===== src/rtl/i2s_dac_tx.sv =====
// I2S transmitter for the CODEC DAC path: derives xck/bclk/lrck from the
// audio clock, applies swap/mix/mute and serialises a 16-bit sample pair
// MSB-first, one bit clock after each LR clock edge.
module i2s_dac_tx #(
  parameter int BCLK_HALF = 4,
  parameter int SLOT_BITS = 32
) (
  input  logic        clk,
  input  logic        rst_n,
  input  logic        exchan,
  input  logic        mix,
  input  logic        mute,
  input  logic [15:0] ldata,
  input  logic [15:0] rdata,
  output logic        sample_strobe,
  output logic        aud_xck,
  output logic        aud_bclk,
  output logic        aud_daclrck,
  output logic        aud_dacdat
);

  localparam int DW = (BCLK_HALF > 1) ? $clog2(BCLK_HALF) : 1;
  localparam int BW = $clog2(2 * SLOT_BITS);

  localparam logic [DW-1:0] DIV_MAX = DW'(BCLK_HALF - 1);
  localparam logic [BW-1:0] K_MAX   = BW'(2 * SLOT_BITS - 1);
  localparam logic [BW-1:0] K_SLOT  = BW'(SLOT_BITS);
  localparam logic [BW-1:0] K_R1    = BW'(SLOT_BITS + 1);
  localparam logic [BW-1:0] K_ONE   = BW'(1);
  localparam logic [BW-1:0] K_16    = BW'(16);

  logic [DW-1:0] div_cnt;
  logic [BW-1:0] bit_cnt;
  logic [15:0]   l_shadow;
  logic [15:0]   r_shadow;
  logic [15:0]   ch_a;
  logic [15:0]   ch_b;
  logic [15:0]   l_next;
  logic [15:0]   r_next;
  logic [BW-1:0] l_off;
  logic [BW-1:0] r_off;
  logic          bclk_fall;
  logic          dat_next;

  // Falling bit-clock edge decision: bclk is high and the divider wraps now.
  assign bclk_fall = aud_bclk && (div_cnt == DIV_MAX);

  // Channel swap, centred mix and mute, evaluated on the live inputs.
  always_comb begin
    ch_a   = exchan ? rdata : ldata;
    ch_b   = exchan ? ldata : rdata;
    l_next = ch_a;
    r_next = ch_b;
    if (mute) begin
      l_next = '0;
      r_next = '0;
    end else if (mix) begin
      l_next = ($signed(ch_a) >>> 1) + ($signed(ch_b) >>> 2);
      r_next = ($signed(ch_b) >>> 1) + ($signed(ch_a) >>> 2);
    end
  end

  // Serial bit for the current slot index; offsets wrap to large values
  // outside the 16 data positions, so one unsigned compare covers each range.
  always_comb begin
    l_off    = bit_cnt - K_ONE;
    r_off    = bit_cnt - K_R1;
    dat_next = 1'b0;
    if (l_off < K_16)
      dat_next = l_shadow[4'd15 - l_off[3:0]];
    else if (r_off < K_16)
      dat_next = r_shadow[4'd15 - r_off[3:0]];
  end

  // Free-running codec master clock at clk/2.
  always_ff @(posedge clk or negedge rst_n) begin
    if (!rst_n) aud_xck <= 1'b0;
    else        aud_xck <= ~aud_xck;
  end

  // Bit-clock divider: toggle bclk each time div_cnt wraps.
  always_ff @(posedge clk or negedge rst_n) begin
    if (!rst_n) begin
      div_cnt  <= '0;
      aud_bclk <= 1'b0;
    end else if (div_cnt == DIV_MAX) begin
      div_cnt  <= '0;
      aud_bclk <= ~aud_bclk;
    end else begin
      div_cnt  <= div_cnt + 1'b1;
    end
  end

  // Frame sequencing on each bclk fall: lrck, data, sample latch and strobe.
  always_ff @(posedge clk or negedge rst_n) begin
    if (!rst_n) begin
      bit_cnt       <= '0;
      aud_daclrck   <= 1'b0;
      aud_dacdat    <= 1'b0;
      sample_strobe <= 1'b0;
      l_shadow      <= '0;
      r_shadow      <= '0;
    end else begin
      sample_strobe <= bclk_fall && (bit_cnt == '0);
      if (bclk_fall) begin
        bit_cnt     <= (bit_cnt == K_MAX) ? '0 : bit_cnt + 1'b1;
        aud_daclrck <= (bit_cnt >= K_SLOT);
        aud_dacdat  <= dat_next;
        if (bit_cnt == '0) begin
          l_shadow <= l_next;
          r_shadow <= r_next;
        end
      end
    end
  end

endmodule


===== config.mk =====
export PLATFORM = sky130hd
export DESIGN_NAME = i2s_dac_tx
export DESIGN_NICKNAME = d
export VERILOG_FILES = /design/src/rtl/i2s_dac_tx.sv
export SDC_FILE = /design/constraint.sdc
export NUM_CORES = 1
export LEC_CHECK = 0
export ABC_AREA = 1
export BUFFER_PORTS_ARGS = -buffer_cell sky130_fd_sc_hd__buf_2
export CORE_MARGIN = 2
export CORE_UTILIZATION = 54
export CTS_CLUSTER_DIAMETER = 50
export CTS_CLUSTER_SIZE = 24
export DETAILED_ROUTE_END_ITERATION = 12
export PLACE_DENSITY = 0.73
export SETUP_SLACK_MARGIN = 0.4
export SLEW_MARGIN = 15
export SYNTH_ARGS = -nofsm -noshare
export SYNTH_HDL_FRONTEND = slang
export SYNTH_SLANG_ARGS = --single-unit
export TNS_END_PERCENT = 20

===== constraint.sdc =====
create_clock -name clk -period 2.35 [get_ports clk]
set_input_delay 0 -clock clk [delete_from_list [all_inputs] [get_ports clk]]
set_output_delay 0 -clock clk [all_outputs]
set_load 0.005 [all_outputs]

# After elaboration in Yosys (flattened, before gate mapping)

Index checks and enable logic that the tools add are counted.

Register bits after elaboration: 45
Latch bits: 0
RAM bits: 0
Memory bits (read-only): 0
Logic and storage cells: 44
Memories: 0

Add/sub/neg operators: 8
Multipliers: 0
Divide/modulo/power cells: 0
$lt $le $gt $ge: 5
Eq/ne operators: 2
Shift operators: 0
Multiplexer cells: 14
Bitwise operators: 2
Reduce and logical (&&, ||, !) cells: 4

Operator list:

| kind                  | count |
|---|---|
| $mux W16              | 6 |
| $add A15 B14 Y16      | 2 |
| $lt A6 B5 Y1 const B  | 2 |
| $lt A4 B5 Y1 const B  | 2 |
| $bmux W1 S4           | 2 |
| $sub A4 B4 Y4 const A | 2 |
| $add A6 B1 Y6 const B | 1 |
| $eq A6 B6 Y1 const B  | 1 |
| $ge A6 B6 Y1 const B  | 1 |
| $logic_not A6 Y1      | 1 |
| $mux W6               | 1 |
| $sub A6 B1 Y6 const B | 1 |
| $sub A6 B6 Y6 const B | 1 |
| $mux W1               | 4 |
| $add A2 B1 Y2 const B | 1 |
| $eq A2 B2 Y1 const B  | 1 |
| $logic_and A1 B1 Y1   | 2 |
| $mux W2               | 1 |
| $not A1 Y1            | 2 |
| $reduce_and A2 Y1     | 1 |

# Depth between registers and ports, before layout

Gate-level depths: netlist of run 1.

Word-level depth: 6
Mapped depth: 16

# Worst setup path before layout of run 1

No wires, ideal clock.

Path type: register to register
Start point: register bit_cnt[0]
End point: register aud_dacdat
Setup time: 117 ps
Arrival: 1861 ps
Required time: 2233 ps
Setup slack: 372 ps
Cell stages (with the launch flop): 12
Buffers on the path: 2
Path through: dfrtp_1 -> clkinv_1 -> buf_2 -> ha_1 -> clkbuf_1 -> inv_1 -> o211ai_1 -> nand3_1 -> nand3_1 -> nand3_1 -> nand3_1 -> nand2_1

Word-level cells in the longest chain between the ends: 6
Elaborated cells on any way between the ends: 12
Those cells by class: 4 x add/sub; 2 x order compare; 6 x mux

Ends and longest elaborated chain:

| item                          | RTL line | source |
|---|---|---|
| from (decl)                   | 33       | `logic [BW-1:0] bit_cnt;` |
| from (signal assigned)        | 106      | `bit_cnt <= (bit_cnt == K_MAX) ? '0 : bit_cnt + 1'b1;` |
| $sub A6 B6 Y6                 | 67       | `r_off = bit_cnt - K_R1;` |
| $sub A4 B4 Y4                 | 72       | `dat_next = r_shadow[4'd15 - r_off[3:0]];` |
| $bmux W1 S4                   | 72       |  |
| $mux W1 (implied by the code) | 72       |  |
| $mux W1                       | 71       | `else if (r_off < K_16)` |
| $mux W1 *                     | 69       | `if (l_off < K_16)` |
| to (signal assigned)          | 108      | `aud_dacdat <= dat_next;` |
| to (decl)                     | 19       | `output logic aud_dacdat` |

Mark *: on every way between the ends. The rest lies on a longest branch, timed or not. The select of a mux whose other input is x is not followed.
A chain may end at the register's enable or synchronous reset.

# Worst setup path in the final report of run 1

Start point: input port exchan
End point: register r_shadow[8]

Word-level cells in the longest chain between the ends: 4
Elaborated cells on any way between the ends: 5
Those cells by class: 1 x add/sub; 4 x mux

Ends and longest elaborated chain:

| item                               | RTL line | source |
|---|---|---|
| from (decl)                        | 10       | `input logic exchan,` |
| $mux W16, on equally long branches | 51, 50   |  |
| $add A15 B14 Y16                   | 59       | `r_next = ($signed(ch_b) >>> 1) + ($signed(ch_a) >>> 2);` |
| $mux W16 *                         | 57       | `end else if (mix) begin` |
| $mux W16 *                         | 54       | `if (mute) begin` |
| to (signal assigned)               | 111      | `r_shadow <= r_next;` |
| to (decl)                          | 35       | `logic [15:0] r_shadow;` |

Mark *: on every way between the ends. The rest lies on a longest branch, timed or not.

==> metrics.md, run 1 <==
| Metric | Value |
|---|---|
| Status | finished, final reports clean |
| Slew margin rel. | 0.294 |
| Critical path launch point type | primary input |
| Syn Area/Cell | 5.92 sq um |
| Xor and xnor area share after synthesis | 0.0206 |
| Num CTS Buffers | 5 |
| Achievable frequency | 522 MHz |
| Worst-skew pair later-pin latency | 300 ps |
| Diodes inserted | 0 |
| Worst vdd ir | approximately 0.25 mV |
| Mux cell area share after synthesis | 0 |
| Post-synthesis compound-gate area fraction | 0.101 |
| Worst setup margin | between 400 and 500 ps |
| Crit end category | register |
| Finished Cell Area | 5270 sq um |
| PwrDens | approximately 450 nW/um^2 |
| Slowest-stage cell, CP | o21ai_0 |
| Vias in the first global route | between 4000 and 5000 |
| Data required, critical path | between 2000 and 3000 ps |
| Syn. warnings | 0 |
| CTS HTree Levels | 2 |
| Vias/cell | roughly 5.4 |
| CP Data Arrival Time | roughly 2100 ps |
| Grt ovf | 0 |
| Initial antenna violation count | 0 |
| Largest net degree at the start of global routing | 46 |
| Final setup fails | 0 |
| Layout area overhead | 12.7% |
| Leakage | 3.06 nW |
| Mapped cell area | 4670 sq um |
| Die ar. | 9410 sq um |
| Nets | roughly 900 |
| Die width | around 97 um |
| Critical path class | primary input to register |
| Layout cells sized above 1 | 0.118 |
| CTS root buf | clkbuf_8 |
| Vias post-DR | approximately 5100 |
| Total power | roughly 2.4 mW |
| CTS tree | done |
| Pre-antenna DRT Iters | 5 |
| Max Cap Viol | 0 |
| Worst Path Max Fanout | 5 |
| CP max stage delay | 290 ps |
| Most common cell after layout, fill and taps aside | nand2_1 |
| Post-synth cell types | 34 |
| Slew Viols, Final | 0 |
| Top cell by count, worst path | nand2_1 |
| Share of synthesized cell area in and, or, nand and nor gates | 0.424 |
| Post-route ant nets | 0 |
| Fin crit share | 0.815 |
| Post-synthesis adder-cell area fraction | 0.0943 |
| Syn_nets | 860 |
| Final Hold Viols | 0 |
| Final core occ | 0.635 |
| Hold Slack | 97.1 ps |
| Mapped Cells | about 800 |
| Worst Max-Slew Pin Slew | 1060 ps |
| First-pass GRT wire length | 22.3 mm |
| Total track usage | 0.285 |
| Final HPWL DP | around 10 mm |
| Placed cell count | between 900 and 1000 |
| Initial Util | 0.563 |
| Placed cell area | around 5000 sq um |
| Final Wtd Congestion | between 0.9 and 1 |
| Wire per inst | 14.6 um |
| Yosys reg bits | 45 |
| Skew final | about 3.2 ps |
| Post-Layout Cell Count | ~940 |
| Row cnt | 33 |
| Most frequent cells in the layout | nand2_1, inv_1, nand3_1, dfrtp_1, buf_2 |
| Post-place setup slack | approximately 230 ps |
| DRC viols | 0 |
| RSZ-0062 raised after global routing | true |
| CTS sink cnt | 45 |
| Die extent in y | between 90 and 100 um |
| DR iter-0 viols | 368 |
| Core region area | 8300 sq um |
| Largest family of logic cells by synthesized area | simple AND/OR/NAND/NOR gates |
| WP buf/inv | 3 |
| PortBufs | 41 |
| Ports | between 40 and 50 |
| Clock Path Buffers | 2 |
| Sequential element share of the synthesized area | 0.241 |
| Delay-heaviest family, CP | simple AND/OR/NAND/NOR gates |
| Fin crit period | between 1500 and 2000 ps |
| Setup TNS | 0 ps |
| Worst-path clk slew | 100 ps |
| CP Cell Sequence | buf_2 > clkinvlp_4 > buf_12 > o21ai_0 > ha_2 > fa_2 > nand2_1 > nand2_1 > and2_1 > nand2_1 > nand2_1 > xnor2_1 > nand2_1 > nand2_1 > nand2_1 |
| Routed wire length | 13.7 mm |
| Hold Path Class | primary input to register |
what timing repair did:
action / CTS / global route
setup buffers: 0 / 4
endpoints found under the setup margin: 0 / 29
endpoints found under the hold margin: 45 / 0
resized for setup: 0 / 21
hold buffers: 1 / 0
worst paths after layout:
| path | start | endpoint | slack, ps | cells past startpoint |
|---|---|---|---|---|
| min | ldata[11] | r_shadow[11]$_DFFE_PN0P_ | 100 | 5 |
| max | exchan | r_shadow[8]$_DFFE_PN0P_ | 440 | 15 |
| max reg2reg | bit_cnt[1]$_DFFE_PN0P_ | l_shadow[6]$_DFFE_PN0P_ | 480 | 10 |
| min reg2reg | aud_xck$_DFF_PN0_ | aud_xck$_DFF_PN0_ | 410 | 1 |
| max in group asynchronous | rst_n | r_shadow[9]$_DFFE_PN0P_ | 1280 | 2 |
| min in group asynchronous | rst_n | r_shadow[5]$_DFFE_PN0P_ | 420 | 2 |
report_power, final:
group          leakage, nW  internal, mW  switching (mW)  total [mW]
combinational         2.45         0.364           0.621       0.986
sequential           0.572         0.833          0.0297       0.863
clock               0.0445         0.212           0.302       0.514
flip-flops by register name (all words and copies together) (netlist names):
signal         cells
r_shadow          16
aud_dacdat         1
aud_daclrck        1
div_cnt            2
l_shadow          16
aud_xck            1
bit_cnt            6
aud_bclk           1
sample_strobe      1
cell families after synthesis:
| logic type | Yosys count |
|---|---|
| adder cells (fa/ha/maj) | 34 |
| flip-flops | 45 |
| XOR/XNOR | 11 |
| AO/OA/AOI/OAI | 80 |
| buffers and inverters | 139 |
| AND/OR/NAND/NOR | 480 |
cells in the mapped netlist:
cell type / instances / area [sq um]
inv_1: 112 / 420
buf_6: 3 / 33.8
o22ai_1: 2 / 12.5
nand2_2: 3 / 18.8
nor2_8: 1 / 20.0
inv_2: 3 / 11.3
o31ai_1: 1 / 7.51
a21oi_1: 21 / 105
xnor2_1: 4 / 35.0
nand2_1: 341 / 1280
o21ai_2: 2 / 17.5
o211ai_1: 3 / 22.5
clkinv_1: 2 / 7.51
ha_1: 32 / 400
o21ai_0: 20 / 100
o32ai_2: 2 / 32.5
xor2_1: 7 / 61.3
clkbuf_1: 11 / 41.3
nor3_1: 6 / 30.0
dfrtp_1: 45 / 1130
buf_2: 8 / 40.0
a31oi_1: 23 / 144
nor2_1: 39 / 146
nor2_4: 1 / 11.3
nand2_4: 2 / 22.5
nand3b_1: 1 / 7.51
o21a_1: 1 / 7.51
nor4_1: 1 / 6.26
fa_1: 2 / 40.0
and2_1: 2 / 12.5
nand4_1: 3 / 18.8
nand3_1: 75 / 375
o21ai_1: 5 / 25.0
or2_2: 5 / 31.3
area by class of cell:
type                       instances  area, sq um
timing repair buffer              58          409
multi-input combinational        605         3070
fill                             793         3030
sequential                        45         1130
tap                              105          131
inverter                         117          445
clock buffer                       5         68.8
clock inverter                     3         21.3
worst reg2reg max path, cell delays in order, from the launching register on:
cell and delay, ps:
dfrtp_1 420, inv_1 90, ha_2 220, nand2_2 80
nor2_4 110, nand2_4 80, nor2_8 130, nand2_8 160
a31oi_1 290, nand2_1 150, o21ai_2 80
routing by layer:
metal | part of all wire | track usage | up-vias
li1 | - | - | 2567
met1 | 0.45 | 0.369 | 2321
met2 | 0.46 | 0.485 | 180
met3 | 0.056 | 0.0340 | 38
met4 | 0.039 | 0.115 | 0
met5 | 0 | 0 | -
(Power assumes the default switching activity.)
==> run 2: changes to the inputs <==
- ABC_AREA: 1 -> 0
- PLACE_DENSITY: 0.73 -> 0.74
- clock period: 2.35 -> 2 ns (I/O delays scaled with it)
==> metrics.md, run 2 <==
| Metric | Value |
|---|---|
| Num CTS Buffers | 5 (unchanged) |
| Final core occ | 0.768 (+0.133) |
| Layout area overhead | 39.2% |
| Hold EP | r_shadow[10]$_DFFE_PN0P_ |
| Post-route ant nets | 0 (unchanged) |
| Fin crit period | 2310 ps |
| Final setup fails | 33 (+33) |
| Achievable frequency | around 430 MHz |
| Post-synth top flop | dfrtp_1 |
| CTS root buf | clkbuf_8 |
| Vias in the first global route | 4056 (-16%) |
| Worst vdd ir | 0.320 mV (+27%) |
| CTS sink cnt | 45 (unchanged) |
| EDFF count, synth | 0 (unchanged) |
| Diodes inserted | 0 (unchanged) |
| Yosys reg bits | 45 (unchanged) |
| Nets | 643 (-29%) |
| Hold path start | mute |
| Worst Max-Slew Pin Slew | 801 ps (-258 ps) |
| Logic gate share of total power | 0.458 (+0.041) |
| Post-synth top area share | 0.283 (+0.00887) |
| Worst Path Max Fanout | 6 (+1) |
| CTS tree | done |
| Die ar. | 8080 sq um (-14%) |
| Layout cells sized above 1 | 0.445 (+0.327) |
| Wire per inst | 17.9 um (+22%) |
| Register Area | 1130 sq um (+0.11%) |
| Largest net degree at the start of global routing | 33 (-28%) |
| Delay-heaviest family, CP | simple AND/OR/NAND/NOR gates |
| CP Data Arrival Time | 2560 ps (+450 ps) |
| CP Cell Sequence | inv_2 > ha_4 > or3b_4 > or4_4 > nor2_4 > nand3b_4 > a2111oi_4 > a211o_1 |
| Data required, critical path | 2250 ps (-300 ps) |
| Top cells by count, synth | dfrtp_1, nand2_1, a21oi_1, ha_1, mux2_2 |
| Row cnt | 31 (-6.1%) |
| WP buf/inv | 1 (-2) |
| R2R cell count | 8 (-2) |
| CP max stage delay | 490 ps (+200 ps) |
| CTS HTree Levels | 2 (unchanged) |
| Final Hold Viols | 0 (unchanged) |
| Top cells by area, synth | dfrtp_1, ha_1, mux2_2, mux4_2, mux2i_1 |
| Worst setup margin | -314 ps (-750 ps) |
| Sw power | 1.09 mW (+14%) |
| Failing checks | setup timing |
| Routed wire length | 12.0 mm (-12%) |
| Final Wtd Congestion | 0.880 (-11%) |
| Critical path class | register to register |
| Skew final | 6.23 ps (+3.07 ps) |
| Hold Slack | 14.4 ps (-82.6 ps) |
| Mapped cell area | 3980 sq um (-15%) |
| DRC viols | 0 (unchanged) |
| First-pass GRT wire length | 19.4 mm (-13%) |
| Worst-skew pair later-pin latency | 300 ps (about the same) |
| Worst-path clk slew | 90 ps (about the same) |
| Internal power | 2.12 mW (+51%) |
| Die extent in y | 89.9 um (-7.4%) |
| Critical path launch point type | register |
| Die width | 89.9 um (-7.4%) |
| Leakage | 2.72 nW (-11%) |
| Multi-input gate area | 2970 sq um (-3.0%) |
| Fin crit share | 1.16 |
| Syn Area/Cell | 9.46 sq um (+60%) |
| Crit end category | register |
| Worst r2r src | bit_cnt[1]$_DFFE_PN0P_ |
| FFs w/ async S/R, synth | 1.00 (unchanged) |
| Hold path cells | 2 (-3) |
| Slew Viols, Final | 0 (unchanged) |
| Sequential element share of the synthesized area | 0.283 (+0.0418) |
| Mapped Cells | 421 (-47%) |
| Core region area | 7210 sq um (-13%) |
| Vias/cell | 5.96 (+9.4%) |
| RSZ-0062 raised after global routing | true |
| Clock Path Buffers | 2 (unchanged) |
| Clk pwr share | 0.216 (-0.002) |
| Dominant cell type by area after synthesis | dfrtp_1 |
| Final HPWL DP | 9.18 mm (-10%) |
| Most frequent cells in the layout | buf_4, dfrtp_1, buf_2, nand2_1, ha_1 |
| DR iter-0 viols | 312 (-15%) |
| Worst reg2reg path endpoint | l_shadow[15]$_DFFE_PN0P_ |
| Initial Util | 0.552 (-0.0111) |
| Post-synth cell types | 60 (+76%) |
| PortBufs | 41 (unchanged) |
| Hold Path Class | primary input to register |
| PwrDens | 580 nW/um^2 (+29%) |
| R2R Setup Slk | -310 ps (-790 ps) |
| Switch share | 0.339 (-0.0645) |
| Pre-antenna DRT Iters | 6 (+1) |
| Regs by FF count | l_shadow (16), r_shadow (16), bit_cnt (6) |
| Filler cell count | 505 (-36%) |
| Status | finished with violations |
| Max Cap Viol | 0 (unchanged) |
| Initial antenna violation count | 0 (unchanged) |
| Count leader, synth | dfrtp_1 |
| Total track usage | 0.296 (+0.0109) |
| Ports | 42 (unchanged) |
| Syn_nets | 492 (-43%) |
| Grt ovf | 0 (unchanged) |
| Vias post-DR | 4002 (-22%) |
| Slowest-stage cell, CP | or4_4 |
| Setup TNS | -5790 ps (-5790 ps) |
| Most common cell after layout, fill and taps aside | buf_4 |
| Syn. warnings | 0 (unchanged) |
| Reg power frac | 0.326 (-0.039) |
| Slew margin rel. | 0.464 (+0.170) |
-- run 2: cell types whose count changed in the layout (fill, tap and decap cells not counted), sizes merged, moves of 11 or more --
cell | previous run | this run
nand2 | 346 | 40
buf | 55 | 163
inv | 115 | 11
nand3 | 75 | 3
mux2 | 0 | 31
a31oi | 23 | 3
mux2i | 0 | 17
xnor2 | 4 | 18
a21o | 0 | 12
nor2 | 41 | 29
a21oi | 21 | 32
-- run 2: power by group through the flow --
| stage | clock network [mW] | logic [mW] | registers (mW) |
|---|---|---|---|
| floorplan | 0 | 0.782 | 1.04 |
| CTS | 0.695 | 1.41 | 1.05 |
| global placement | 0 | 1.27 | 1.06 |
| global route | 0.731 | 1.59 | 1.06 |
| finish | 0.693 | 1.47 | 1.05 |
| detailed placement | 0 | 1.31 | 1.06 |
-- run 2: cells by family (layout without fill, tap and decap cells) --
family | after synthesis | in the layout | synth area share
xor gates and xnor gates | 27 | 27 | 0.0594
and+or+nand+nor | 106 | 106 | 0.133
buffers and inverters | 31 | 183 | 0.0327
AOI/OAI and AO/OA | 122 | 122 | 0.206
muxes | 56 | 56 | 0.176
adders and majority gates | 34 | 34 | 0.111
DFF | 45 | 45 | 0.283
-- run 2: repair_timing --
action | CTS | global route
gates resized for setup | 32 | 14
pin swaps | 17 | 8
buffers inserted | 12 | 3
hold endpoints to repair | 31 | 0
endpoints found under the setup margin | 35 | 35
hold buffers | 1 | 0
-- run 2: worst max-delay path by stage --
stage	startpoint	endpoint	slack (ps)	depth (start not counted)
after floorplan	bit_cnt[0]$_DFFE_PN0P_	l_shadow[15]$_DFFE_PN0P_	-390	9
after global placement	exchan	r_shadow[15]$_DFFE_PN0P_	-570	12
after detailed placement	exchan	r_shadow[15]$_DFFE_PN0P_	-680	12
after CTS	bit_cnt[1]$_DFFE_PN0P_	l_shadow[15]$_DFFE_PN0P_	-310	8
after global routing	bit_cnt[0]$_DFFE_PN0P_	r_shadow[9]$_DFFE_PN0P_	-360	10
final	bit_cnt[1]$_DFFE_PN0P_	l_shadow[15]$_DFFE_PN0P_	-310	8
-- run 2: cell type report --
cell class | instances | area share
multi-input cells | 345 | 0.537
clock inverters | 2 | 0.00632
clock buffers | 6 | 0.0131
well taps | 99 | 0.0224
inverters | 11 | 0.00790
repair buffers | 164 | 0.210
flip-flops and latches | 45 | 0.203
-- run 2: stage by stage --
| stage | worst slack [ps] | instances | area (sq um) | power, mW |
|---|---|---|---|---|
| after floorplan | -388 | 421 | 4120 | 1.82 |
| after global placement | -570 | 648 | 5120 | 2.32 |
| after detailed placement | -679 | 648 | 5120 | 2.37 |
| after CTS | -311 | 669 | 5470 | 3.15 |
| after global routing | -362 | 672 | 5540 | 3.38 |
| final | -314 | 672 | 5540 | 3.21 |
-- run 2: worst reg2reg max path: stages, from the launching register on --
cell       delay (ps)
dfrtp_1           400
inv_2              80
ha_4              130
or3b_4            370
or4_4             490
nor2_4            210
nand3b_4          120
a2111oi_4         330
a211o_1           140
-- run 2: routing by layer --
layer,up-vias,part of all wire,global-route usage
met4,0,0.028,0.0974
met1,1919,0.41,0.375
li1,1883,-,-
met2,165,0.50,0.525
met3,35,0.058,0.0394
met5,-,0,0
==> run 3: changes to the inputs <==
- CELL_PAD_IN_SITES_DETAIL_PLACEMENT: not set -> 1
- CELL_PAD_IN_SITES_GLOBAL_PLACEMENT: not set -> 1
- CORE_UTILIZATION: 54 -> 47
- PLACE_DENSITY: 0.74 -> not set
- PLACE_DENSITY_LB_ADDON: not set -> 0.1
- SLEW_MARGIN: 15 -> 10
==> metrics.md, run 3 (synthesized netlist as in run 2, its figures left out) <==
| Metric | Value |
|---|---|
| Status | finished with violations |
| Failing checks | setup timing |
| Filler cell count | 918 (+82%) |
| DR iter-0 viols | 231 (-26%) |
| Most common cell after layout, fill and taps aside | buf_4 |
| Reg power frac | 0.300 (-0.026) |
| Worst Max-Slew Pin Slew | 870 ps (+69.2 ps) |
| Switch share | 0.361 (+0.0221) |
| Largest net degree at the start of global routing | 46 (+39%) |
| Diodes inserted | 0 (unchanged) |
| Worst setup margin | -564 ps (-250 ps) |
| Final Wtd Congestion | 0.899 (+2.2%) |
| Top cell by count, worst path | buf_4 |
| CTS root buf | clkbuf_8 |
| Worst-path clk slew | 100 ps (about the same) |
| Setup TNS | -9770 ps (-3980 ps) |
| Worst vdd ir | 0.289 mV (-9.7%) |
| Critical path class | primary input to register |
| Post-place setup slack | -883 ps (-204 ps) |
| Slew Viols, Final | 0 (unchanged) |
| CTS tree | done |
| RSZ-0062 raised after global routing | true |
| CP Data Arrival Time | 2740 ps (+180 ps) |
| Routed wire length | 17.7 mm (+47%) |
| Vias/cell | 6.48 (+8.8%) |
| CTS HTree Levels | 2 (unchanged) |
| Nets | 639 (-0.62%) |
| Die ar. | 9220 sq um (+14%) |
| Ports | 42 (unchanged) |
| Logic gate share of total power | 0.458 (about the same) |
| Slowest-stage cell, CP | a221oi_1 |
| Worst-skew pair later-pin latency | 320 ps (+20 ps) |
| First-pass GRT wire length | 22.8 mm (+17%) |
| Most frequent cells in the layout | buf_4, dfrtp_1, buf_2, nand2_1, ha_1 |
| CP max stage delay | 450 ps (-40 ps) |
| Initial Util | 0.485 (-0.0673) |
| Vias in the first global route | 4464 (+10%) |
| Critical path launch point type | primary input |
| CTS sink cnt | 45 (unchanged) |
| Vias post-DR | 4368 (+9.1%) |
| CP Cell Sequence | buf_8 > buf_4 > mux2_2 > ha_1 > buf_4 > a21oi_1 > o21ai_0 > a221oi_1 > o31ai_2 > buf_4 > mux2i_1 > nand2_1 |
| Final core occ | 0.687 (-0.0807) |
| Pre-antenna DRT Iters | 5 (-1) |
| DRC viols | 0 (unchanged) |
| Final setup fails | 33 (unchanged) |
| WP buf/inv | 4 (+3) |
| Sw power | 1.27 mW (+17%) |
| Max Cap Viol | 0 (unchanged) |
| Wire per inst | 26.3 um (+47%) |
| Leakage | 2.73 nW (+0.24%) |
| Grt ovf | 0 (unchanged) |
| Data required, critical path | 2180 ps (-70 ps) |
| Clock Path Buffers | 2 (unchanged) |
| PwrDens | 625 nW/um^2 (+7.7%) |
| Register Area | 1130 sq um (unchanged) |
| Worst Path Max Fanout | 10 (+4) |
| Total track usage | 0.327 (+0.0303) |
| Delay-heaviest family, CP | compound AO/OA/AOI/OAI gates |
| Final HPWL DP | 11.0 mm (+20%) |
| Final Hold Viols | 0 (unchanged) |
| Core region area | 8220 sq um (+14%) |
| Hold Path Class | primary input to register |
| Internal power | 2.25 mW (+6.2%) |
| Post-route ant nets | 0 (unchanged) |
| Clk pwr share | 0.242 (+0.026) |
| Slew margin rel. | 0.418 (-0.0463) |
| Multi-input gate area | 3040 sq um (+2.1%) |
| Crit end category | register |
| Die width | 96.0 um (+6.9%) |
| Initial antenna violation count | 0 (unchanged) |
| Num CTS Buffers | 5 (unchanged) |
| Row cnt | 33 (+6.5%) |
| Die extent in y | 96.0 um (+6.9%) |
| Hold Slack | 64.8 ps (+50.4 ps) |
| PortBufs | 41 (unchanged) |
| Skew final | 12.5 ps (+6.28 ps) |
| Layout area overhead | 41.9% |
| Fin crit period | 2560 ps (+250 ps) |
| Regs by FF count | l_shadow (16), r_shadow (16), bit_cnt (6) |
| Total power | 3.53 mW (+9.8%) |
| Layout cells sized above 1 | 0.467 (+0.0225) |
| Achievable frequency | 390 MHz (-9.7%) |
| Fin crit share | 1.28 (+0.125) |
-- run 3: cell types whose count changed in the layout (fill, tap and decap cells not counted), moves of 3 or more --
cell     before  now
o21ai_0      18   13
buf_4       117  108
buf_8         0    3
nor3_1        4    1
o21ai_1       9   12
-- run 3: cell type report --
class                      instances  share of cell area
clock inverter                     3              0.0115
sequential                        45               0.200
tap                              105              0.0233
timing repair buffer             160               0.208
inverter                          11             0.00820
clock buffer                       5              0.0122
multi-input combinational        345               0.537
-- run 3: power groups by stage --
stage	registers, mW	clock network (mW)	logic [mW]
3_3_place_gp	1.05	0	1.29
5_1_grt	1.06	0.885	1.69
2_1_floorplan	1.04	0	0.782
3_5_place_dp	1.06	0	1.37
4_1_cts	1.05	0.833	1.44
6_report	1.06	0.853	1.62
-- run 3: worst paths after layout --
check	start	to	slack, ps	depth (start not counted)
min	mute	r_shadow[6]$_DFFE_PN0P_	60	2
max in group asynchronous	rst_n	bit_cnt[0]$_DFFE_PN0P_	1560	3
max reg2reg	bit_cnt[0]$_DFFE_PN0P_	r_shadow[14]$_DFFE_PN0P_	-470	9
max	exchan	r_shadow[14]$_DFFE_PN0P_	-560	12
min in group asynchronous	rst_n	r_shadow[8]$_DFFE_PN0P_	200	3
min reg2reg	aud_xck$_DFF_PN0_	aud_xck$_DFF_PN0_	420	1
-- run 3: through the flow --
step                area [sq um]  std cells
global route                5650        674
CTS                         5460        668
finish                      5650        674
global placement            5140        653
floorplan                   4120        421
detailed placement          5140        653
-- run 3: per-layer routing --
layer,track usage,share of wire
met1,0.372,0.37
met2,0.603,0.51
met3,0.0462,0.061
met4,0.140,0.060
met5,0,0
-- run 3: what timing repair did --
action,4_1_cts,5_1_grt
hold buffers,1,0
buffers inserted,6,6
endpoints found under the hold margin,45,0
endpoints found under the setup margin,35,37
pin swaps,10,13
gates resized for setup,27,43
